==> config.mk <==
export PLATFORM = sky130hd
export DESIGN_NAME = csa_seq_sched_flat
export DESIGN_NICKNAME = d
export VERILOG_FILES = /design/src/rtl/csa_seq_sched_if.sv /design/src/rtl/csa_seq_sched.sv /design/src/flat_wrapper.sv
export SDC_FILE = /design/constraint.sdc
export NUM_CORES = 1
export LEC_CHECK = 0
export CAP_MARGIN = 20
export CELL_PAD_IN_SITES_DETAIL_PLACEMENT = 0
export CELL_PAD_IN_SITES_GLOBAL_PLACEMENT = 2
export CORE_ASPECT_RATIO = 0.8
export CORE_MARGIN = 1
export CORE_UTILIZATION = 24
export DETAILED_ROUTE_END_ITERATION = 8
export PLACE_DENSITY_LB_ADDON = 0.2
export SLEW_MARGIN = 20
export SYNTH_ARGS = -nofsm -noshare
export SYNTH_HDL_FRONTEND = slang
export SYNTH_SLANG_ARGS = --single-unit
==> constraint.sdc <==
create_clock -name clk -period 2.6 [get_ports clk]
set_input_delay 0.65 -clock clk [delete_from_list [all_inputs] [get_ports clk]]
set_output_delay 0.65 -clock clk [all_outputs]
set_load 0.01 [all_outputs]
==> src/rtl/csa_seq_sched_if.sv <==
`default_nettype none
// ============================================================================
//  Module      : csa_seq_sched_if
//  Description : Bundle of request, shared-adder and result signals for
//                csa_seq_sched.
//                  req_*  : two requesters (valid/ready, operands, carry-in)
//                  dp_*   : drive to / results from the shared chunk adder
//                  res_*  : result channel (valid/ready, sum, carry-out, id)
//                The slave modport is the scheduler's view; the master
//                modport is the view of the surrounding environment.
//  Revision    : 1.0 - initial release
// ============================================================================
interface csa_seq_sched_if #(
    parameter int WIDTH  = 8,
    parameter int NCHUNK = 4
);
    localparam int W = WIDTH * NCHUNK;

    logic [1:0]       req_valid;
    logic [1:0]       req_ready;
    logic [W-1:0]     req_a0;
    logic [W-1:0]     req_b0;
    logic [W-1:0]     req_a1;
    logic [W-1:0]     req_b1;
    logic [1:0]       req_cin;

    logic [WIDTH-1:0] dp_a;
    logic [WIDTH-1:0] dp_b;
    logic [WIDTH-1:0] dp_p;
    logic             dp_cin;
    logic [WIDTH-1:0] dp_s;
    logic             dp_cout;

    logic             res_valid;
    logic             res_ready;
    logic [W-1:0]     res_sum;
    logic             res_cout;
    logic             res_id;

    modport slave (
        input  req_valid, req_a0, req_b0, req_a1, req_b1, req_cin,
        input  dp_s, dp_cout, res_ready,
        output req_ready, dp_a, dp_b, dp_p, dp_cin,
        output res_valid, res_sum, res_cout, res_id
    );

    modport master (
        output req_valid, req_a0, req_b0, req_a1, req_b1, req_cin,
        output dp_s, dp_cout, res_ready,
        input  req_ready, dp_a, dp_b, dp_p, dp_cin,
        input  res_valid, res_sum, res_cout, res_id
    );
endinterface
`default_nettype wire

==> src/rtl/csa_seq_sched.sv <==
`default_nettype none
// ============================================================================
//  Module      : csa_seq_sched
//  Description : Two-requester scheduler for a shared WIDTH-bit carry-select
//                adder. An accepted request of WIDTH*NCHUNK-bit operands is
//                added one chunk per cycle (LSB chunk first), rippling the
//                carry through a register, and the result is presented on
//                a valid/ready result channel.
//  Ports       : clk  - clock, rising edge
//                rst  - synchronous active-high reset
//                bus  - csa_seq_sched_if.slave (requests, adder, result)
//                busy - high whenever the scheduler is not idle
//  Revision    : 1.0 - initial release
// ============================================================================
module csa_seq_sched #(
    parameter int WIDTH  = 8,
    parameter int NCHUNK = 4
) (
    input  wire logic          clk,
    input  wire logic          rst,
    csa_seq_sched_if.slave     bus,
    output logic               busy
);
    localparam int                c_W      = WIDTH * NCHUNK;
    localparam int                c_KW     = $clog2(NCHUNK);
    localparam logic [c_KW-1:0]   c_K_LAST = c_KW'(NCHUNK - 1);
    localparam logic [c_KW-1:0]   c_K_ONE  = c_KW'(1);

    typedef enum logic [1:0] {
        S_IDLE = 2'd0,
        S_RUN  = 2'd1,
        S_DONE = 2'd2
    } state_t;

    state_t            r_state_q, w_state_d;
    logic [c_KW-1:0]   r_k_q,     w_k_d;
    logic              r_carry_q, w_carry_d;
    logic              r_last_q,  w_last_d;   // requester granted last
    logic              r_id_q,    w_id_d;
    logic [c_W-1:0]    r_a_q,     w_a_d;
    logic [c_W-1:0]    r_b_q,     w_b_d;
    logic [c_W-1:0]    r_sum_q,   w_sum_d;

    logic              w_grant;
    logic [1:0]        w_req_ready;
    logic [WIDTH-1:0]  w_dp_a;
    logic [WIDTH-1:0]  w_dp_b;
    logic              w_dp_cin;
    int                w_off;

    always_comb begin
        w_state_d   = r_state_q;
        w_k_d       = r_k_q;
        w_carry_d   = r_carry_q;
        w_last_d    = r_last_q;
        w_id_d      = r_id_q;
        w_a_d       = r_a_q;
        w_b_d       = r_b_q;
        w_sum_d     = r_sum_q;
        w_req_ready = 2'b00;
        w_dp_a      = '0;
        w_dp_b      = '0;
        w_dp_cin    = 1'b0;
        w_off       = int'(r_k_q) * WIDTH;

        // Sole valid requester wins; on contention the one not served last.
        w_grant = (bus.req_valid == 2'b11) ? ~r_last_q : bus.req_valid[1];

        case (r_state_q)
            S_IDLE: begin
                if (|bus.req_valid) begin
                    w_req_ready[w_grant] = 1'b1;
                    w_a_d     = w_grant ? bus.req_a1 : bus.req_a0;
                    w_b_d     = w_grant ? bus.req_b1 : bus.req_b0;
                    w_carry_d = bus.req_cin[w_grant];
                    w_id_d    = w_grant;
                    w_last_d  = w_grant;
                    w_k_d     = '0;
                    w_state_d = S_RUN;
                end
            end
            S_RUN: begin
                w_dp_a    = r_a_q[w_off +: WIDTH];
                w_dp_b    = r_b_q[w_off +: WIDTH];
                w_dp_cin  = r_carry_q;
                w_sum_d[w_off +: WIDTH] = bus.dp_s;
                // After the last chunk the carry register holds the final
                // carry-out, which is what res_cout shows in DONE.
                w_carry_d = bus.dp_cout;
                if (r_k_q == c_K_LAST) begin
                    w_state_d = S_DONE;
                end else begin
                    w_k_d = r_k_q + c_K_ONE;
                end
            end
            S_DONE: begin
                if (bus.res_ready) begin
                    w_state_d = S_IDLE;
                end
            end
            default: begin
                w_state_d = S_IDLE;
            end
        endcase
    end

    always_ff @(posedge clk) begin
        if (rst) begin
            r_state_q <= S_IDLE;
            r_k_q     <= '0;
            r_carry_q <= 1'b0;
            r_last_q  <= 1'b1;      // so requester 0 wins the first contention
            r_id_q    <= 1'b0;
            r_a_q     <= '0;
            r_b_q     <= '0;
            r_sum_q   <= '0;
        end else begin
            r_state_q <= w_state_d;
            r_k_q     <= w_k_d;
            r_carry_q <= w_carry_d;
            r_last_q  <= w_last_d;
            r_id_q    <= w_id_d;
            r_a_q     <= w_a_d;
            r_b_q     <= w_b_d;
            r_sum_q   <= w_sum_d;
        end
    end

    // Handshake outputs are forced low while reset is held.
    assign bus.req_ready = rst ? 2'b00 : w_req_ready;
    assign bus.res_valid = ~rst & (r_state_q == S_DONE);
    assign busy          = ~rst & (r_state_q != S_IDLE);

    assign bus.dp_a      = w_dp_a;
    assign bus.dp_b      = w_dp_b;
    assign bus.dp_p      = w_dp_a ^ w_dp_b;
    assign bus.dp_cin    = w_dp_cin;

    assign bus.res_sum   = r_sum_q;
    assign bus.res_cout  = r_carry_q;
    assign bus.res_id    = r_id_q;
endmodule
`default_nettype wire
==> src/flat_wrapper.sv <==
// flat-port wrapper written by rule: the top's interface ports become plain ports
module csa_seq_sched_flat 
#(
    parameter int WIDTH  = 8,
    parameter int NCHUNK = 4
)
  (clk, rst, busy, bus_req_valid, bus_req_a0, bus_req_b0, bus_req_a1, bus_req_b1, bus_req_cin, bus_dp_s, bus_dp_cout, bus_res_ready, bus_req_ready, bus_dp_a, bus_dp_b, bus_dp_p, bus_dp_cin, bus_res_valid, bus_res_sum, bus_res_cout, bus_res_id);
  csa_seq_sched_if #(.WIDTH(WIDTH), .NCHUNK(NCHUNK)) bus_i ();
  input  wire logic clk;
  input  wire logic rst;
  output logic busy;
  input wire logic [$bits(bus_i.req_valid)-1:0] bus_req_valid;
  input wire logic [$bits(bus_i.req_a0)-1:0] bus_req_a0;
  input wire logic [$bits(bus_i.req_b0)-1:0] bus_req_b0;
  input wire logic [$bits(bus_i.req_a1)-1:0] bus_req_a1;
  input wire logic [$bits(bus_i.req_b1)-1:0] bus_req_b1;
  input wire logic [$bits(bus_i.req_cin)-1:0] bus_req_cin;
  input wire logic [$bits(bus_i.dp_s)-1:0] bus_dp_s;
  input wire logic [$bits(bus_i.dp_cout)-1:0] bus_dp_cout;
  input wire logic [$bits(bus_i.res_ready)-1:0] bus_res_ready;
  output wire logic [$bits(bus_i.req_ready)-1:0] bus_req_ready;
  output wire logic [$bits(bus_i.dp_a)-1:0] bus_dp_a;
  output wire logic [$bits(bus_i.dp_b)-1:0] bus_dp_b;
  output wire logic [$bits(bus_i.dp_p)-1:0] bus_dp_p;
  output wire logic [$bits(bus_i.dp_cin)-1:0] bus_dp_cin;
  output wire logic [$bits(bus_i.res_valid)-1:0] bus_res_valid;
  output wire logic [$bits(bus_i.res_sum)-1:0] bus_res_sum;
  output wire logic [$bits(bus_i.res_cout)-1:0] bus_res_cout;
  output wire logic [$bits(bus_i.res_id)-1:0] bus_res_id;
  assign bus_i.req_valid = bus_req_valid;
  assign bus_i.req_a0 = bus_req_a0;
  assign bus_i.req_b0 = bus_req_b0;
  assign bus_i.req_a1 = bus_req_a1;
  assign bus_i.req_b1 = bus_req_b1;
  assign bus_i.req_cin = bus_req_cin;
  assign bus_i.dp_s = bus_dp_s;
  assign bus_i.dp_cout = bus_dp_cout;
  assign bus_i.res_ready = bus_res_ready;
  assign bus_req_ready = bus_i.req_ready;
  assign bus_dp_a = bus_i.dp_a;
  assign bus_dp_b = bus_i.dp_b;
  assign bus_dp_p = bus_i.dp_p;
  assign bus_dp_cin = bus_i.dp_cin;
  assign bus_res_valid = bus_i.res_valid;
  assign bus_res_sum = bus_i.res_sum;
  assign bus_res_cout = bus_i.res_cout;
  assign bus_res_id = bus_i.res_id;
  csa_seq_sched #(.WIDTH(WIDTH), .NCHUNK(NCHUNK)) u_core (.clk(clk), .rst(rst), .bus(bus_i), .busy(busy));
endmodule
==> run metrics, run 1 <==
unique cell type count in the Yosys netlist 40; Worst-Margin Slew 974 ps; via count 5924; CTS Buf Count 9; GR Overflow Total 0; final core occ 37.1%; CTS tree done; area occupied by registers 0.00207 mm²; Clock transition at path regs 70 ps; Power Total 4.21 mW; placed cell count 1146; max-slew violations 0; status finished, final reports clean; Hold Slack 457 ps; first-pass GRT wire length 33800 µm; Seq/Total Area, Yosys 37.7%; # fillers 2307; largest area contributor in the netlist dfxtp_1; HP Class reg2reg; core area 0.0224 mm²; critical path class in2out; average size of a mapped cell 8.04 µm²; slew margin rel. 35.0%; Layout Nets 1003; CP bufs+invs 2; Starting Density 24.4%; DRC Markers 0; clk root buf clkbuf_16; fin crit share 98.2%; critical path cell sequence clkdlybuf4s50_1 > nor3b_4 > nand2_1 > nor2_4 > dlygate4sd2_1; clock buffer depth 2; Crit-path slowest cell clkdlybuf4s50_1; layout cells sized above 1 10.4%; Worst Path Arrival 1900 ps; kind of cell adding the most delay to the critical path buffers and inverters; final instance area 0.00832 mm²; io pins 207; synth cell count leaders 144 x nand3_1, 103 x dfxtp_1, 65 x o21ai_1; largest cells by area after synthesis dfxtp_1 38%, nand3_1 13%, a31oi_1 7.3%; Syn. warnings 0; largest net degree at the start of global routing 89; Yosys top cell area share 37.7%; maxcap violations 0; routability cong. 0.782; Post-DP HPWL 16100 µm; Final Hold Fails 0; clk_lat worst skew 350 ps; ANT cells 0; DIE HEIGHT 137 µm; unrepaired setup endpoints after global routing false; Worst Path Required 1950 ps; Async SR Flop Fraction 0%; area grow syn2layout 51.9%; DIE AREA 0.0234 mm²; Synthesized Nets 831; drt total wl 22500 µm; CTS sink count 103; Mapped Area 0.00547 mm²; EDFF count, synth 0; Total GRT Usage 19.0%; DP Area 0.00788 mm²; multi-input combinational cell area 0.00324 mm²; vias per cell 5.09; main flop type after synthesis dfxtp_1; most numerous cell in the Yosys netlist nand3_1; die width 171 µm; Mapped Cells 681; First DRT Iteration DRCs 389; std cell rows 49; clock skew 6.45 ps; vias in the first global route 5721; max frequency 391 MHz; final setup violation count 0; VDD IR max 0.298 mV; Synth Register Bits 103; kind of start point of the critical path primary input; Avg WL per Cell 19.3 µm; IO Port Bufs 206; post-route ant nets 0; initial antenna violation count 0; crit end category output pin; Hold Buf Count CTS 0; CP max stage delay 500 ps; fin crit period 2550 ps; number of detailed-route iterations in the first pass 6; fin cells 1164; pwr dens 507 mW/mm²; Max Fanout on Critical Path 2; static leakage 2.99 nW; H-tree levels 3
layout by cell type (no fill, tap or decap), types with 3 or more instances in the layout:
cell	instances
a211oi_1	23
a211oi_2	10
a21oi_1	27
a31oi_1	64
a32oi_1	8
buf_12	5
buf_4	25
clkbuf_16	9
clkdlybuf4s50_1	179
clkinv_4	3
dfxtp_1	102
dlygate4sd2_1	16
dlymetal6s2s_1	7
ha_1	6
mux2i_1	10
mux2i_2	11
mux2i_4	3
nand2_1	26
nand3_1	144
nand3b_1	6
nand4_1	8
nor2_1	12
nor2_4	3
nor2b_1	16
o21ai_1	65
o22ai_1	8
xnor2_1	8
xor2_1	16
worst min-delay path, delay by kind of cell, from the launching register on:
| family | cells | cell delay (ps) |
|---|---|---|
| AO/OA/AOI/OAI | 1 | 50 |
| flip-flops | 1 | 310 |
| AND/OR/NAND/NOR | 1 | 50 |
final cells by class:
class / count / share of cell area, %
well taps: 306 / 4.60
flip-flops and latches: 103 / 24.8
multi-input cells: 500 / 38.9
repair buffers: 235 / 28.0
clock inverters: 6 / 0.542
inverters: 4 / 0.211
clock buffers: 10 / 2.87
report_power, final:
group	internal, mW	total (mW)	switching [mW]
sequential	1.68	1.79	0.105
combinational	0.534	1.10	0.570
clock	0.682	1.33	0.644
stage by stage:
stage	TNS (ps)	setup slack, ps
3_5_place_dp	-614	-328
4_1_cts	-1400	-219
3_3_place_gp	-652	-360
5_1_grt	0	2.57
6_report	0	45.7
2_1_floorplan	0	469
metal layers:
layer / vias up / GRT usage (%) / wire length, µm
met3: 17 / 3.21 / 1160
met5: - / 0 / 0
li1: 2888 / - / -
met4: 0 / 4.71 / 325
met1: 2825 / 28.3 / 11400
met2: 194 / 28.0 / 9660
what timing repair did:
action | in CTS | in global routing
setup buffers | 0 | 2
setup endpoints to repair | 26 | 20
gates cloned | 0 | 0
gates resized for setup | 36 | 31
path summary, 6_finish.rpt:
kind | from | to | slack [ps] | cells after the start
worst max-delay path | bus_req_valid[0] | bus_req_ready[0] | 50 | 5
worst min-delay path | u_core.bus.res_sum[24] | u_core.bus.res_sum[24] | 460 | 2
worst max register to register | u_core.r_k_q[0] | u_core.bus.res_sum[28] | 590 | 6
worst min register to register | u_core.bus.res_sum[24] | u_core.bus.res_sum[24] | 460 | 2
flip-flops by register name (all words and copies together), names as in the netlist:
signal               cells
u_core.bus.res_cout      1
u_core.r_state_q         2
u_core.bus.res_sum      32
u_core.bus.res_id        1
u_core.r_last_q          1
u_core.r_a_q            32
u_core.r_k_q             2
u_core.r_b_q            32
cell families (layout without fill, tap and decap cells):
logic type      count (synthesis)  after routing  synth area share (%)
compound gates                213            213                  23.8
buf+inv                        78            255                  6.38
fa+ha+maj                       6              6                  1.37
mux                            24             24                  4.39
simple gates                  233            233                  22.6
flops                         103            103                  37.7
xor+xnor                       24             24                  3.84
No activity file was read; power rests on OpenSTA's default activity.
==> run 2: changes to the inputs <==
CORE_ASPECT_RATIO = 0.5   (was 0.8)
==> run 2 against run 1 <==
Sequential share of layout area hardly changed. Via count is 0.30% lower. Cell count stayed put. Final area is 0.17% lower. Critical endpoint is now bus_res_valid. Count of clock-buffer cells in the layout is 1 higher. Setup slack better by 68 ps. Clock power is 16% higher.
==> run metrics, run 2 (synthesis gave the netlist of run 1 again) <==
pwr dens 531 mW/mm² (was 507 mW/mm²); clk root buf clkbuf_16 (unchanged); Post-DP HPWL 15600 µm (was 16100 µm); kind of start point of the critical path flop (was primary input); most frequent cells in the layout 178 x clkdlybuf4s50_1, 144 x nand3_1, 101 x dfxtp_1, 65 x o21ai_1, 64 x a31oi_1 (was 179 x clkdlybuf4s50_1, 144 x nand3_1, 102 x dfxtp_1, 65 x o21ai_1, 64 x a31oi_1); kind of cell adding the most delay to the critical path buffers and inverters (unchanged); layout cells sized above 1 9.26% (was 10.4%); H-tree levels 3 (unchanged); initial antenna violation count 0 (unchanged); area grow syn2layout 51.7% (was 51.9%); Hold Buf Count CTS 0 (unchanged); DIE AREA 0.0235 mm² (was 0.0234 mm²); ANT cells 0 (unchanged); pre-CTS WS -246 ps (was -328 ps); fin crit share 95.6% (was 98.2%); final setup violation count 0 (unchanged); Worst R2R Path Depth 6 (unchanged); critical path depth 3 (was 5); Clock transition at path regs 70 ps (about the same); cell count of the worst hold path 2 (unchanged); CP bufs+invs 2 (unchanged); unrepaired setup endpoints after global routing false (unchanged); status finished, final reports clean (unchanged); First DRT Iteration DRCs 295 (was 389); Worst Path Required 1950 ps (about the same); HP Class reg2reg (unchanged); FF-to-FF End u_core.bus.res_sum[30] (was u_core.bus.res_sum[28]); post-route ant nets 0 (unchanged); setup TNS 0 ps (unchanged); max frequency 402 MHz (was 391 MHz); crit end category output pin (unchanged); CTS tree done (unchanged); maxcap violations 0 (unchanged); Final Hold Fails 0 (unchanged); Crit-path slowest cell clkdlybuf4s50_1 (unchanged); Layout Nets 1009 (was 1003); Power Total 4.41 mW (was 4.21 mW); commonest non-fill, non-tap cell in the layout clkdlybuf4s50_1 (unchanged); hold_sp u_core.bus.res_sum[9] (was u_core.bus.res_sum[24]); slew margin rel. 49.2% (was 35.0%); critical path cell sequence buf_4 > nor3b_1 > clkdlybuf4s50_1 (was clkdlybuf4s50_1 > nor3b_4 > nand2_1 > nor2_4 > dlygate4sd2_1); Starting Density 24.9% (was 24.4%); CTS sink count 103 (unchanged); VDD IR max 0.274 mV (was 0.298 mV); clock buffer depth 2 (unchanged); via count 5906 (was 5924); Worst Hold Path EP u_core.bus.res_sum[9] (was u_core.bus.res_sum[24]); largest net degree at the start of global routing 67 (was 89); max-slew violations 0 (unchanged); static leakage 3.02 nW (was 2.99 nW); fin crit period 2490 ps (was 2550 ps); number of detailed-route iterations in the first pass 4 (was 6); critical path class reg2out (was in2out); CTS Buf Count 9 (unchanged); DRC Markers 0 (unchanged); final core occ 37.7% (was 37.1%); first-pass GRT wire length 33800 µm (about the same); vias in the first global route 5938 (was 5721); RR Startpoint u_core.r_k_q[0] (unchanged); Avg WL per Cell 18.9 µm (was 19.3 µm); clk_lat worst skew 360 ps (was 350 ps); std cell rows 38 (was 49); core area 0.0220 mm² (was 0.0224 mm²); Worst Path Arrival 1840 ps (was 1900 ps); IO Port Bufs 206 (unchanged); drt total wl 22000 µm (was 22500 µm); Worst-Margin Slew 762 ps (was 974 ps); GR Overflow Total 0 (unchanged); DIE HEIGHT 109 µm (was 137 µm); vias per cell 5.07 (was 5.09); CP max stage delay 610 ps (was 500 ps); die width 216 µm (was 171 µm); routability cong. 0.778 (was 0.782); Max Fanout on Critical Path 10 (was 2); final worst slack 114 ps (was 45.7 ps); Reg2Reg Setup Slack 510 ps (was 590 ps); clock skew 5.43 ps (was 6.45 ps); Total GRT Usage 18.7% (was 19.0%); io pins 207 (unchanged)
-- run 2: cell count changes in the layout (fill, tap and decap cells not counted), moves of 3 or more --
cell,previous run,this run
clkinv_4,3,0
mux2i_1,10,17
buf_12,5,2
buf_4,25,33
a211oi_1,23,31
mux2i_2,11,3
a211oi_2,10,2
-- run 2: layout make-up --
cell class	instances	area, µm²
clock buffer	11	253
clock inverter	5	78.8
fill	2287	13700
inverter	4	15.0
multi-input combinational	500	3170
sequential	103	2060
tap	300	375
timing repair buffer	241	2340
-- run 2: stage by stage --
step	area, µm²	hold WS [ps]	cells
6_report	8300	456	1164
5_1_grt	8300	472	1164
4_1_cts	8230	457	1164
3_5_place_dp	7900	447	1148
3_3_place_gp	7900	446	1148
2_1_floorplan	5470	476	681
-- run 2: repair_timing --
item | 4_1_cts | 5_1_grt
buffers inserted | 0 | 0
setup endpoints to repair | 26 | 19
resized for setup | 25 | 28
cloned | 0 | 0
-- run 2: worst max-delay path by stage --
stage | startpoint | end
after CTS | u_core.r_k_q[0] | bus_dp_p[2]
after floorplan | rst | bus_req_ready[0]
after global routing | u_core.r_k_q[0] | bus_dp_b[0]
after global placement | bus_req_valid[0] | bus_req_ready[1]
after detailed placement | bus_req_valid[0] | bus_req_ready[1]
final | u_core.r_state_q[1] | bus_res_valid
-- run 2: routing by layer --
metal / up-vias / track usage (%) / share of wire [%]
met5: - / 0 / 0
met1: 2866 / 24.1 / 47
met3: 16 / 4.44 / 4.3
met4: 0 / 4.05 / 1.1
li1: 2895 / - / -
met2: 129 / 31.7 / 48
-- run 2: power by group --
group	leakage, nW	switching (mW)	internal [mW]
clock network	0.166	0.644	0.898
registers	0.844	0.0983	1.68
logic	2.01	0.559	0.527
total	3.02	1.30	3.11
-- run 2: tightest hold or removal path, stage by stage (launching register included) --
cell and delay, ps:
dfxtp_1 310, nand2_1 50, a21oi_1 50
